[src/rtl/uart_tx_arbiter_pkg.sv]
// Shared types and width helpers for the UART TX arbiter.
// Optional feature macro: UART_ARB_PRIORITY_EN (requester 0 preempts arbitration).
package uart_arb_pkg;

  typedef enum logic {
    IDLE  = 1'b0,
    GRANT = 1'b1
  } arb_state_e;

  function automatic int idx_w(input int num_req);
    return (num_req > 1) ? $clog2(num_req) : 1;
  endfunction

  function automatic int cnt_w(input int max_burst);
    return $clog2(max_burst + 1);
  endfunction

endpackage

[src/rtl/uart_tx_arbiter_if.sv]
// Requester/FIFO-side bundle for the UART TX arbiter.
// master = arbiter, slave = requesters plus the TX FIFO flow control.
interface uart_tx_arbiter_if #(
  parameter int NUM_REQ = 4,
  parameter int DBIT    = 8
);
  logic [NUM_REQ-1:0]      req;
  logic [NUM_REQ*DBIT-1:0] req_data;
  logic [NUM_REQ-1:0]      req_last;
  logic [NUM_REQ-1:0]      ack;
  logic                    tx_full;
  logic                    wr_uart;
  logic [DBIT-1:0]         w_data;

  modport master (input req, req_data, req_last, tx_full, output ack, wr_uart, w_data);
  modport slave  (output req, req_data, req_last, tx_full, input ack, wr_uart, w_data);
endinterface

[src/rtl/uart_rr_picker.sv]
// Combinational round-robin pick: first set req at rr_ptr, rr_ptr+1, ... (wrapping).
// With UART_ARB_PRIORITY_EN, requester 0 wins whenever it requests.
module uart_rr_picker
  import uart_arb_pkg::*;
#(
  parameter  int NUM_REQ = 4,
  localparam int IW      = idx_w(NUM_REQ)
) (
  input  logic [NUM_REQ-1:0] req,
  input  logic [IW-1:0]      rr_ptr,
  output logic               found,
  output logic [IW-1:0]      idx
);

  always_comb begin
    found = 1'b0;
    idx   = '0;
    for (int k = 0; k < NUM_REQ; k++) begin
      int c;
      c = int'(rr_ptr) + k;
      if (c >= NUM_REQ) c = c - NUM_REQ;  // explicit wrap, NUM_REQ need not be a power of 2
      if (!found && req[IW'(c)]) begin
        found = 1'b1;
        idx   = IW'(c);
      end
    end
`ifdef UART_ARB_PRIORITY_EN
    if (req[0]) begin
      found = 1'b1;
      idx   = '0;
    end
`endif
  end

endmodule

[src/rtl/uart_tx_arbiter.sv]
// Round-robin arbiter sharing one UART TX FIFO among NUM_REQ byte producers,
// with bursts capped at MAX_BURST bytes. Optional macro: UART_ARB_PRIORITY_EN.
module uart_tx_arbiter
  import uart_arb_pkg::*;
#(
  parameter  int NUM_REQ   = 4,
  parameter  int DBIT      = 8,
  parameter  int MAX_BURST = 4,
  localparam int IW        = idx_w(NUM_REQ),
  localparam int CW        = cnt_w(MAX_BURST)
) (
  input  logic                clk,
  input  logic                rst_n,
  uart_tx_arbiter_if.master   bus,
  output logic [IW-1:0]       grant_id,
  output logic                busy
);

  arb_state_e      state_q, state_d;
  logic [IW-1:0]   owner_q, owner_d;
  logic [IW-1:0]   rr_ptr_q, rr_ptr_d;
  logic [CW-1:0]   burst_cnt_q, burst_cnt_d;
  logic            pick_found;
  logic [IW-1:0]   pick_idx;
  logic            fire;
  logic [DBIT-1:0] owner_data;

  uart_rr_picker #(.NUM_REQ(NUM_REQ)) u_picker (
    .req    (bus.req),
    .rr_ptr (rr_ptr_q),
    .found  (pick_found),
    .idx    (pick_idx)
  );

  assign owner_data = bus.req_data[owner_q*DBIT +: DBIT];
  // tx_full gates the strobe in the same cycle, so a full FIFO never sees a write
  assign fire       = (state_q == GRANT) & bus.req[owner_q] & ~bus.tx_full;

  always_comb begin
    state_d     = state_q;
    owner_d     = owner_q;
    rr_ptr_d    = rr_ptr_q;
    burst_cnt_d = burst_cnt_q;
    case (state_q)
      IDLE: begin
        if (pick_found) begin
          state_d     = GRANT;
          owner_d     = pick_idx;
          burst_cnt_d = '0;
        end
      end
      GRANT: begin
        if (fire) burst_cnt_d = burst_cnt_q + 1'b1;
        // last byte, burst cap and an abandoned request all collapse into one release
        if (!bus.req[owner_q] ||
            (fire && (bus.req_last[owner_q] || burst_cnt_q == CW'(MAX_BURST - 1)))) begin
          state_d  = IDLE;
          rr_ptr_d = (owner_q == IW'(NUM_REQ - 1)) ? '0 : owner_q + 1'b1;
        end
      end
      default: state_d = IDLE;
    endcase
  end

  always_comb begin
    bus.ack          = '0;
    bus.ack[owner_q] = fire;
    bus.wr_uart      = fire;
    bus.w_data       = (state_q == GRANT) ? owner_data : '0;
  end

  assign grant_id = owner_q;
  assign busy     = (state_q == GRANT);

  always_ff @(posedge clk or negedge rst_n) begin
    if (!rst_n) begin
      state_q     <= IDLE;
      owner_q     <= '0;
      rr_ptr_q    <= '0;
      burst_cnt_q <= '0;
    end else begin
      state_q     <= state_d;
      owner_q     <= owner_d;
      rr_ptr_q    <= rr_ptr_d;
      burst_cnt_q <= burst_cnt_d;
    end
  end

endmodule

[src/flat_wrapper.sv]
// flat-port wrapper written by rule: the top's interface ports become plain ports
module uart_tx_arbiter_flat import uart_arb_pkg::*;
#(
  parameter  int NUM_REQ   = 4,
  parameter  int DBIT      = 8,
  parameter  int MAX_BURST = 4,
  localparam int IW        = idx_w(NUM_REQ),
  localparam int CW        = cnt_w(MAX_BURST)
)
  (clk, rst_n, grant_id, busy, bus_req, bus_req_data, bus_req_last, bus_tx_full, bus_ack, bus_wr_uart, bus_w_data);
  uart_tx_arbiter_if #(.NUM_REQ(NUM_REQ), .DBIT(DBIT)) bus_i ();
  input  logic clk;
  input  logic rst_n;
  output logic [IW-1:0] grant_id;
  output logic busy;
  input wire logic [$bits(bus_i.req)-1:0] bus_req;
  input wire logic [$bits(bus_i.req_data)-1:0] bus_req_data;
  input wire logic [$bits(bus_i.req_last)-1:0] bus_req_last;
  input wire logic [$bits(bus_i.tx_full)-1:0] bus_tx_full;
  output wire logic [$bits(bus_i.ack)-1:0] bus_ack;
  output wire logic [$bits(bus_i.wr_uart)-1:0] bus_wr_uart;
  output wire logic [$bits(bus_i.w_data)-1:0] bus_w_data;
  assign bus_i.req = bus_req;
  assign bus_i.req_data = bus_req_data;
  assign bus_i.req_last = bus_req_last;
  assign bus_i.tx_full = bus_tx_full;
  assign bus_ack = bus_i.ack;
  assign bus_wr_uart = bus_i.wr_uart;
  assign bus_w_data = bus_i.w_data;
  uart_tx_arbiter #(.NUM_REQ(NUM_REQ), .DBIT(DBIT), .MAX_BURST(MAX_BURST)) u_core (.clk(clk), .rst_n(rst_n), .bus(bus_i), .grant_id(grant_id), .busy(busy));
endmodule
[config.mk]
export PLATFORM = sky130hd
export DESIGN_NAME = uart_tx_arbiter_flat
export DESIGN_NICKNAME = d
export VERILOG_FILES = /design/src/rtl/uart_tx_arbiter_pkg.sv /design/src/rtl/uart_tx_arbiter_if.sv /design/src/rtl/uart_rr_picker.sv /design/src/rtl/uart_tx_arbiter.sv /design/src/flat_wrapper.sv
export SDC_FILE = /design/constraint.sdc
export NUM_CORES = 1
export LEC_CHECK = 0
export BUFFER_PORTS_ARGS = -buffer_cell sky130_fd_sc_hd__buf_2
export CORE_MARGIN = 5
export CORE_UTILIZATION = 40
export DETAILED_ROUTE_END_ITERATION = 8
export PLACE_DENSITY = 0.79
export RECOVER_POWER = 50
export SYNTH_ARGS = -nofsm -noshare
export SYNTH_HDL_FRONTEND = slang
export SYNTH_SLANG_ARGS = --single-unit
export TNS_END_PERCENT = 5
[constraint.sdc]
create_clock -name clk -period 2.05 [get_ports clk]
set_input_delay 0.205 -clock clk [delete_from_list [all_inputs] [get_ports clk]]
set_output_delay 0.205 -clock clk [all_outputs]
set_load 0.02 [all_outputs]
==> key figures, run 1 <==
Die
  • Top-level port count: 59
  • Core Area: a little under 2000 µm²
  • Horizontal extent of the die: roughly 56 µm
  • Initial standard-cell utilization of the core: between 40% and 50%
  • Die footprint: roughly 3100 µm²
  • Number of standard-cell rows in the floorplan: 16
  • Vertical die dimension: roughly 56 µm

Clocking
  • Clock Path Buffers: 2
  • Deepest level of the CTS H-tree: 1
  • Number of sinks on the clock net: 8
  • Worst-Skew Late Latency: between 200 and 300 ps
  • Register clock-pin slew on the reported worst setup and hold paths: approximately 60 ps
  • Total CTS buffers: 3
  • Clock tree from TritonCTS: built
  • Clk root buf: sky130_fd_sc_hd__clkbuf_4

Timing
  • Sum of negative setup slack: 0 ps
  • Fin crit share: a little over nine tenths
  • Achievable Freq: between 0.5 and 0.6 GHz
  • Clock Skews: ~5 ps
  • Period minus WS final: 1970 ps
  • RSZ-0062 raised after global routing: false
  • Final setup violation count: 0
  • Slew of the pin with the lowest slew margin: between 1000 and 1500 ps
  • Total count of hold-check failures in the final report: 0
  • Max-slew headroom at the worst pin: roughly a quarter
  • Max Slew Vio Count: 0

Route
  • DR vias: between 900 and 1k
  • Detailed-routing iteration count for the pre-antenna-repair pass: 4
  • Total routed wirelength: roughly 2600 µm
  • Initial detailed-routing violation count: 38
  • DRC Markers: 0
  • ANT nets after route: 0
  • Wire length per cell after detailed routing: roughly 15 µm
  • Post-DR vias/cell: ~5.3

GRT
  • Number of antenna violations at the first check in global routing: 0
  • Final global-route overflow total: 0
  • All-Layer GR Usage: 17.4%
  • Largest net degree at the start of global routing: 13
  • First-pass GRT wire length: 4310 µm
  • Number of global-route vias before repair: 924

Place
  • Final weighted congestion in routability-driven placement: between 0.8 and 0.9
  • Detailed placer's ending HPWL: 2120 µm
  • Cell area after placement: 1170 µm²
  • Total of buffers placed on input and output ports: 58

Setup path
  • Kind of critical path: reg -> out
  • Critical path data arrival time: 1770 ps
  • Startpoint Class: flip-flop
  • Worst Setup End Kind: output port
  • Capture instance of the worst register-to-register path: u_core.rr_ptr_q[0]
  • Worst path cell trace: mux4_2, nor3b_4, and2_1, buf_2
  • Critical path required time: ~1900 ps
  • Crit path max-delay family: multiplexers
  • Worst reg2reg startpoint: u_core.burst_cnt_q[0]
  • Critical path's largest stage delay: between 500 and 600 ps
  • Bufs and invs on worst path: 1
  • Cell count of the worst reg-to-reg path: 5
  • Crit-path max FO: 7
  • Cell type of the slowest stage on the worst timing path: sky130_fd_sc_hd__mux4_2
  • Reg-to-reg setup timing slack: between 200 and 250 ps

Hold path
  • Startpoint of the most critical hold path: bus_req[1]
  • Cell depth of the worst hold path: 3
  • Path category of the worst min-delay check: in -> reg
  • Endpoint with the worst hold slack: u_core.grant_id[0]

Yosys
  • Sequential area share after synthesis: 24.1%
  • Yosys synthesis warning count: 0
  • Synthesized instance count: a little under 80
  • Post-Synthesis Net Count: 126
  • Count of cell types in the netlist: 24
  • Total standard cell area after synthesis: 831 µm²
  • Total of flip-flops plus latches after synthesis: 8
  • Mean cell area of the mapped netlist: 10.8 µm²

Layout
  • Post-route core utilization: a little over three fifths
  • Fillers: between 150 and 200
  • Most common cell after layout, fill and taps aside: sky130_fd_sc_hd__buf_2
  • Post-route standard cell area excluding fillers: between 1000 and 1500 µm²
  • Antenna Cells: 0
  • Proportion of layout cells with a drive suffix above 1: 55.6%
  • Area overhead of the layout relative to synthesis: 47.9%
  • Commonest non-fill, non-tap cells in the layout: sky130_fd_sc_hd__buf_2 (55), sky130_fd_sc_hd__and2_1 (12), sky130_fd_sc_hd__mux4_2 (9)
  • Net count of the finished layout: a little under 200

Power
  • Internal power component: 844 µW
  • Share of total power in combinational logic: a little over two thirds
  • Part of the total power dissipated in the clock network: slightly above 8%
  • IR Drop Worst-Case VDD: ~0.64 mV
  • Total power per unit cell area: approximately 1300 nW/µm²
  • Fraction of power spent switching nets: 45.9%
  • Static leakage power: 0.000632 µW
  • Part of the total power dissipated in sequential elements: a little over a fifth
  • Sw Pwr: 716 µW

Status
  • Outcome: complete, no violations

Flow run
  • Max capacitance violation total: 0
synthesized netlist by cell type:
cell type,count,area [µm²]
sky130_fd_sc_hd__o221ai_1,1,8.76
sky130_fd_sc_hd__a31oi_2,1,12.5
sky130_fd_sc_hd__a22oi_1,1,7.51
sky130_fd_sc_hd__o21ai_1,1,5.00
sky130_fd_sc_hd__a21bo_2,1,10.0
sky130_fd_sc_hd__mux2i_1,4,40.0
sky130_fd_sc_hd__o21ai_0,4,20.0
sky130_fd_sc_hd__o41ai_1,1,8.76
sky130_fd_sc_hd__mux2_4,1,15.0
sky130_fd_sc_hd__clkbuf_1,1,3.75
sky130_fd_sc_hd__a21oi_1,3,15.0
sky130_fd_sc_hd__mux2_1,2,22.5
sky130_fd_sc_hd__or3_4,1,11.3
sky130_fd_sc_hd__nand3_1,1,5.00
sky130_fd_sc_hd__and2_1,12,75.1
sky130_fd_sc_hd__nand2_1,6,22.5
sky130_fd_sc_hd__ha_1,6,75.1
sky130_fd_sc_hd__o2bb2ai_1,1,8.76
sky130_fd_sc_hd__inv_1,7,26.3
sky130_fd_sc_hd__mux4_2,9,203
sky130_fd_sc_hd__buf_2,1,5.00
sky130_fd_sc_hd__dfrtp_1,8,200
sky130_fd_sc_hd__nor3b_4,1,18.8
sky130_fd_sc_hd__nor2_1,3,11.3
flip-flops by register name, indices dropped and copies added (netlist names):
| register | flops |
|---|---|
| u_core.rr_ptr_q | 2 |
| u_core.busy | 1 |
| u_core.burst_cnt_q | 3 |
| u_core.grant_id | 2 |
logic make-up (layout without fill, tap and decap cells):
| group | Yosys count | in the layout | synth area share [%] |
|---|---|---|---|
| AND/OR/NAND/NOR | 24 | 24 | 17.3 |
| buffers and inverters | 9 | 76 | 4.22 |
| flip-flops | 8 | 8 | 24.1 |
| adder cells (fa/ha/maj) | 6 | 6 | 9.04 |
| AO/OA/AOI/OAI | 14 | 14 | 11.6 |
| multiplexers | 16 | 16 | 33.7 |
how the worst max path moves through the flow:
stage / from / to / slack, ps / cells past startpoint
after floorplan: u_core.grant_id[1] / u_core.rr_ptr_q[0] / 190 / 4
after global placement: u_core.burst_cnt_q[0] / u_core.rr_ptr_q[0] / 250 / 5
after detailed placement: u_core.burst_cnt_q[0] / u_core.rr_ptr_q[1] / 200 / 5
after CTS: u_core.grant_id[0] / bus_ack[2] / 50 / 4
after global routing: u_core.grant_id[0] / bus_ack[3] / 8 / 4
final: u_core.grant_id[0] / bus_ack[2] / 80 / 4
power groups by stage:
| stage | sequential (µW) | clock (µW) | combinational (µW) |
|---|---|---|---|
| final | 336 | 127 | 1100 |
| after global routing | 351 | 138 | 1210 |
| after CTS | 340 | 129 | 1080 |
| after detailed placement | 341 | 0 | 1060 |
| after global placement | 331 | 0 | 1040 |
| after floorplan | 347 | 0 | 726 |
per-stage QoR:
| step | setup WS, ps | hold slack [ps] | power, µW | instances |
|---|---|---|---|---|
| 2_1_floorplan | 189 | -90.6 | 1070 | 77 |
| 3_3_place_gp | 250 | 56.3 | 1370 | 163 |
| 3_5_place_dp | 205 | 63.7 | 1400 | 163 |
| 4_1_cts | 45.8 | 319 | 1550 | 169 |
| 5_1_grt | 8.13 | 332 | 1700 | 171 |
| 6_report | 75.1 | 319 | 1560 | 171 |
worst register-to-register path, stage by stage, from the launching register on:
cell	delay, ps
sky130_fd_sc_hd__dfrtp_1	390
sky130_fd_sc_hd__ha_1	200
sky130_fd_sc_hd__ha_1	180
sky130_fd_sc_hd__or3_4	380
sky130_fd_sc_hd__a31oi_2	230
sky130_fd_sc_hd__mux2_1	340
layer usage:
| metal | vias up | global-route usage [%] | part of all wire (%) | routed length [µm] |
|---|---|---|---|---|
| met3 | 6 | 6.50 | 13 | 332 |
| li1 | 419 | - | - | - |
| met4 | 0 | 2.08 | 1.5 | 38 |
| met1 | 409 | 20.4 | 38 | 1010 |
| met5 | - | 0 | 0 | 0 |
| met2 | 71 | 30.9 | 47 | 1240 |
final cells by class:
| class | instances | area, µm² | share of cell area [%] |
|---|---|---|---|
| timing repair buffer | 66 | 349 | 28.4 |
| inverter | 7 | 26.3 | 2.14 |
| sequential | 8 | 201 | 16.4 |
| tap | 27 | 33.8 | 2.75 |
| clock buffer | 3 | 22.5 | 1.83 |
| multi-input combinational | 60 | 596 | 48.5 |
what timing repair did:
action / CTS / global route
resized for setup: 1 / 0
hold buffers: 1 / 0
setup buffers: 2 / 2
cloned: 0 / 0
hold endpoints to repair: 8 / 0
endpoints found under the setup margin: 4 / 4
Note: power is estimated with default switching activity, not from simulation.
==> inputs of run 2 (changes only) <==
- ABC_AREA: default -> 1
- CORE_UTILIZATION: 40 -> 45
- PLACE_DENSITY: 0.79 -> 0.81
==> run 2 against run 1 <==
Count of clock-buffer cells in the layout unchanged. Largest power group unchanged. First-iteration DRC count grew 42%. Power up 30%. Clock power decreased by 6%. Synthesized cell count grew 140%. Utilization is 0.64 points lower.
==> key figures, run 2 <==
Setup path
  • Critical path required time: 1850 ps
  • Cell type of the slowest stage on the worst timing path: sky130_fd_sc_hd__dfrtp_2
  • Critical path data arrival time: about 1600 ps
  • Critical path's largest stage delay: 530 ps
  • Startpoint Class: flip-flop
  • Worst Setup End Kind: output port
  • Worst path cell trace: a21oi_1, o21ai_1, nand2_1, nor2_4, inv_2, nor2_1, buf_2
  • Kind of critical path: reg -> out
  • Crit-path max FO: 17

Clocking
  • Register clock-pin slew on the reported worst setup and hold paths: 60 ps
  • Clock Path Buffers: 2
  • Number of sinks on the clock net: 8
  • Worst-Skew Late Latency: roughly 250 ps
  • Deepest level of the CTS H-tree: 1
  • Clk root buf: sky130_fd_sc_hd__clkbuf_4
  • Total CTS buffers: 3
  • Setup Fix Bufs, Post-CTS: 0
  • Clock tree from TritonCTS: built

Timing
  • Total count of hold-check failures in the final report: 0
  • Final setup violation count: 0
  • Period minus WS final: 1820 ps
  • Sum of negative setup slack: 0 ps
  • Slew of the pin with the lowest slew margin: around 500 ps
  • Clock Skews: between 6 and 7 ps
  • Max-slew headroom at the worst pin: roughly 65%
  • Achievable Freq: ~0.55 GHz
  • RSZ-0062 raised after global routing: false
  • Fin crit share: between 80% and 90%
  • Max Slew Vio Count: 0

Place
  • Detailed placer's ending HPWL: 2540 µm
  • Total of buffers placed on input and output ports: between 50 and 60
  • Final weighted congestion in routability-driven placement: 0.915

Yosys
  • Number of flops mapped to enable cells by yosys: 0
  • Cell type with the highest aggregate area in the netlist: sky130_fd_sc_hd__dfrtp_1
  • Sequential area share after synthesis: a little under a fifth
  • Most repeated cell in the gate-level netlist after synthesis: sky130_fd_sc_hd__nand2_1
  • Total standard cell area after synthesis: between 1000 and 1500 µm²
  • Total of flip-flops plus latches after synthesis: 8
  • Post-Synthesis Net Count: between 200 and 250
  • Synthesized instance count: between 150 and 200
  • Commonest cells in the synthesized netlist: sky130_fd_sc_hd__nand2_1 (48), sky130_fd_sc_hd__nor2_1 (41), sky130_fd_sc_hd__o21ai_0 (17)
  • Count of cell types in the netlist: 24
  • Yosys synthesis warning count: 0
  • Async S/R FF share, synth: 100%
  • Most instantiated flip-flop cell in the synthesis netlist: sky130_fd_sc_hd__dfrtp_1
  • Top area cells in the synthesized netlist: sky130_fd_sc_hd__dfrtp_1 (19%), sky130_fd_sc_hd__nand2_1 (17%), sky130_fd_sc_hd__nor2_1 (14%), sky130_fd_sc_hd__o21ai_0 (7.9%), sky130_fd_sc_hd__ha_1 (7.0%)
  • Mean cell area of the mapped netlist: between 5 and 6 µm²
  • Fraction of post-synthesis cell area in the top cell type by area: between 10% and 20%

Route
  • DRC Markers: 0
  • Total routed wirelength: approximately 3200 µm
  • DR vias: between 1k and 1.5k
  • Post-DR vias/cell: between 4 and 5
  • Wire length per cell after detailed routing: around 12 µm
  • ANT nets after route: 0
  • Initial detailed-routing violation count: 54
  • Detailed-routing iteration count for the pre-antenna-repair pass: 4

Power
  • Final total power: between 2000 and 2500 µW
  • Part of the total power dissipated in the clock network: 5.9%
  • Share of total power in combinational logic: about three quarters
  • Sw Pwr: roughly 1200 µW
  • Total power per unit cell area: roughly 1500 nW/µm²
  • Internal power component: 831 µW
  • Part of the total power dissipated in sequential elements: 18.0%
  • IR Drop Worst-Case VDD: between 0.9 and 1 mV
  • Static leakage power: 0.000802 µW
  • Fraction of power spent switching nets: around three fifths

Layout
  • Proportion of layout cells with a drive suffix above 1: roughly 31%
  • Area used by sequential logic in the layout: ~200 µm²
  • Largest register by flop count: u_core.burst_cnt_q
  • Commonest non-fill, non-tap cells in the layout: sky130_fd_sc_hd__buf_2 (55), sky130_fd_sc_hd__nand2_1 (49), sky130_fd_sc_hd__nor2_1 (41), sky130_fd_sc_hd__o21ai_0 (18), sky130_fd_sc_hd__inv_1 (13)
  • Most common cell after layout, fill and taps aside: sky130_fd_sc_hd__buf_2
  • Area overhead of the layout relative to synthesis: 29.6%
  • Total area of multi-input combinational cells: 743 µm²
  • Net count of the finished layout: 297
  • Antenna Cells: 0
  • Fillers: approximately 260
  • Flip-flop count of the largest register after layout: 3

GRT
  • Final global-route overflow total: 0
  • First-pass GRT wire length: ~5000 µm
  • Number of global-route vias before repair: about 1.2k
  • Number of antenna violations at the first check in global routing: 0
  • Largest net degree at the start of global routing: 22
  • All-Layer GR Usage: 17.8%

Flow run
  • Max capacitance violation total: 0

Status
  • Outcome: complete, no violations

Die
  • Top-level port count: 59
  • Vertical die dimension: about 59 µm
  • Initial standard-cell utilization of the core: about 48%
  • Horizontal extent of the die: 59.0 µm
  • Die footprint: approximately 3500 µm²
  • Number of standard-cell rows in the floorplan: 17
  • Core Area: around 2300 µm²

Hold path
  • Path category of the worst min-delay check: in -> reg
[run 2: worst max-delay path, delay by kind of cell, from the launching register on]
family                 cells  cell delay [ps]
AO/OA/AOI/OAI              2              190
buffers and inverters      2              280
AND/OR/NAND/NOR            3              360
flip-flops                 1              530
[run 2: routing by layer]
metal	global-route usage (%)	share of wire [%]
met1	21.3	40
met2	33.0	53
met3	2.19	5.6
met4	4.53	0.98
met5	0	0
[run 2: cell families after synthesis]
family | share of synthesized area (%)
adders and majority gates | 6.96
buffers and inverters | 11.0
AOI/OAI and AO/OA | 15.2
and+or+nand+nor | 48.3
DFF | 18.6
[run 2: cell type report]
class | instances | share of cell area, %
flip-flops and latches | 8 | 14.4
repair buffers | 62 | 22.8
well taps | 28 | 2.51
inverters | 19 | 5.46
clock buffers | 3 | 1.61
multi-input cells | 154 | 53.2
[run 2: final timing paths]
path                                        from                    end  slack [ps]  cells after the start
max                           u_core.grant_id[0]             bus_ack[3]         230                      7
min                                  bus_tx_full  u_core.burst_cnt_q[1]         350                      6
max reg2reg                   u_core.grant_id[0]     u_core.rr_ptr_q[0]         280                      7
min reg2reg                u_core.burst_cnt_q[2]  u_core.burst_cnt_q[2]         520                      2
max in group asynchronous                  rst_n     u_core.grant_id[0]        1290                      2
min in group asynchronous                  rst_n  u_core.burst_cnt_q[1]         420                      2
[run 2: timing repair]
action                     4_1_cts  5_1_grt
setup endpoints to repair        0        9
hold endpoints to repair         8        0
hold buffers                     1        0
resized for setup                0        1
[run 2: power by group through the flow]
stage	clock [µW]	sequential [µW]	combinational [µW]
2_1_floorplan	0	333	1230
3_3_place_gp	0	359	1560
3_5_place_dp	0	362	1590
4_1_cts	123	359	1600
5_1_grt	130	381	1750
6_report	120	364	1540
[run 2: stage by stage]
step           worst slack (ps)  instance area, µm²  util, %  cells  hold slack, ps
3_3_place_gp                412                1380     61.4    270            57.1
6_report                    230                1400     62.0    274             347
2_1_floorplan               323                1080        -    188           -90.6
4_1_cts                    80.6                1420     62.8    274             320
3_5_place_dp                367                1380     61.4    270            60.4
5_1_grt                    61.1                1400     62.0    274             378
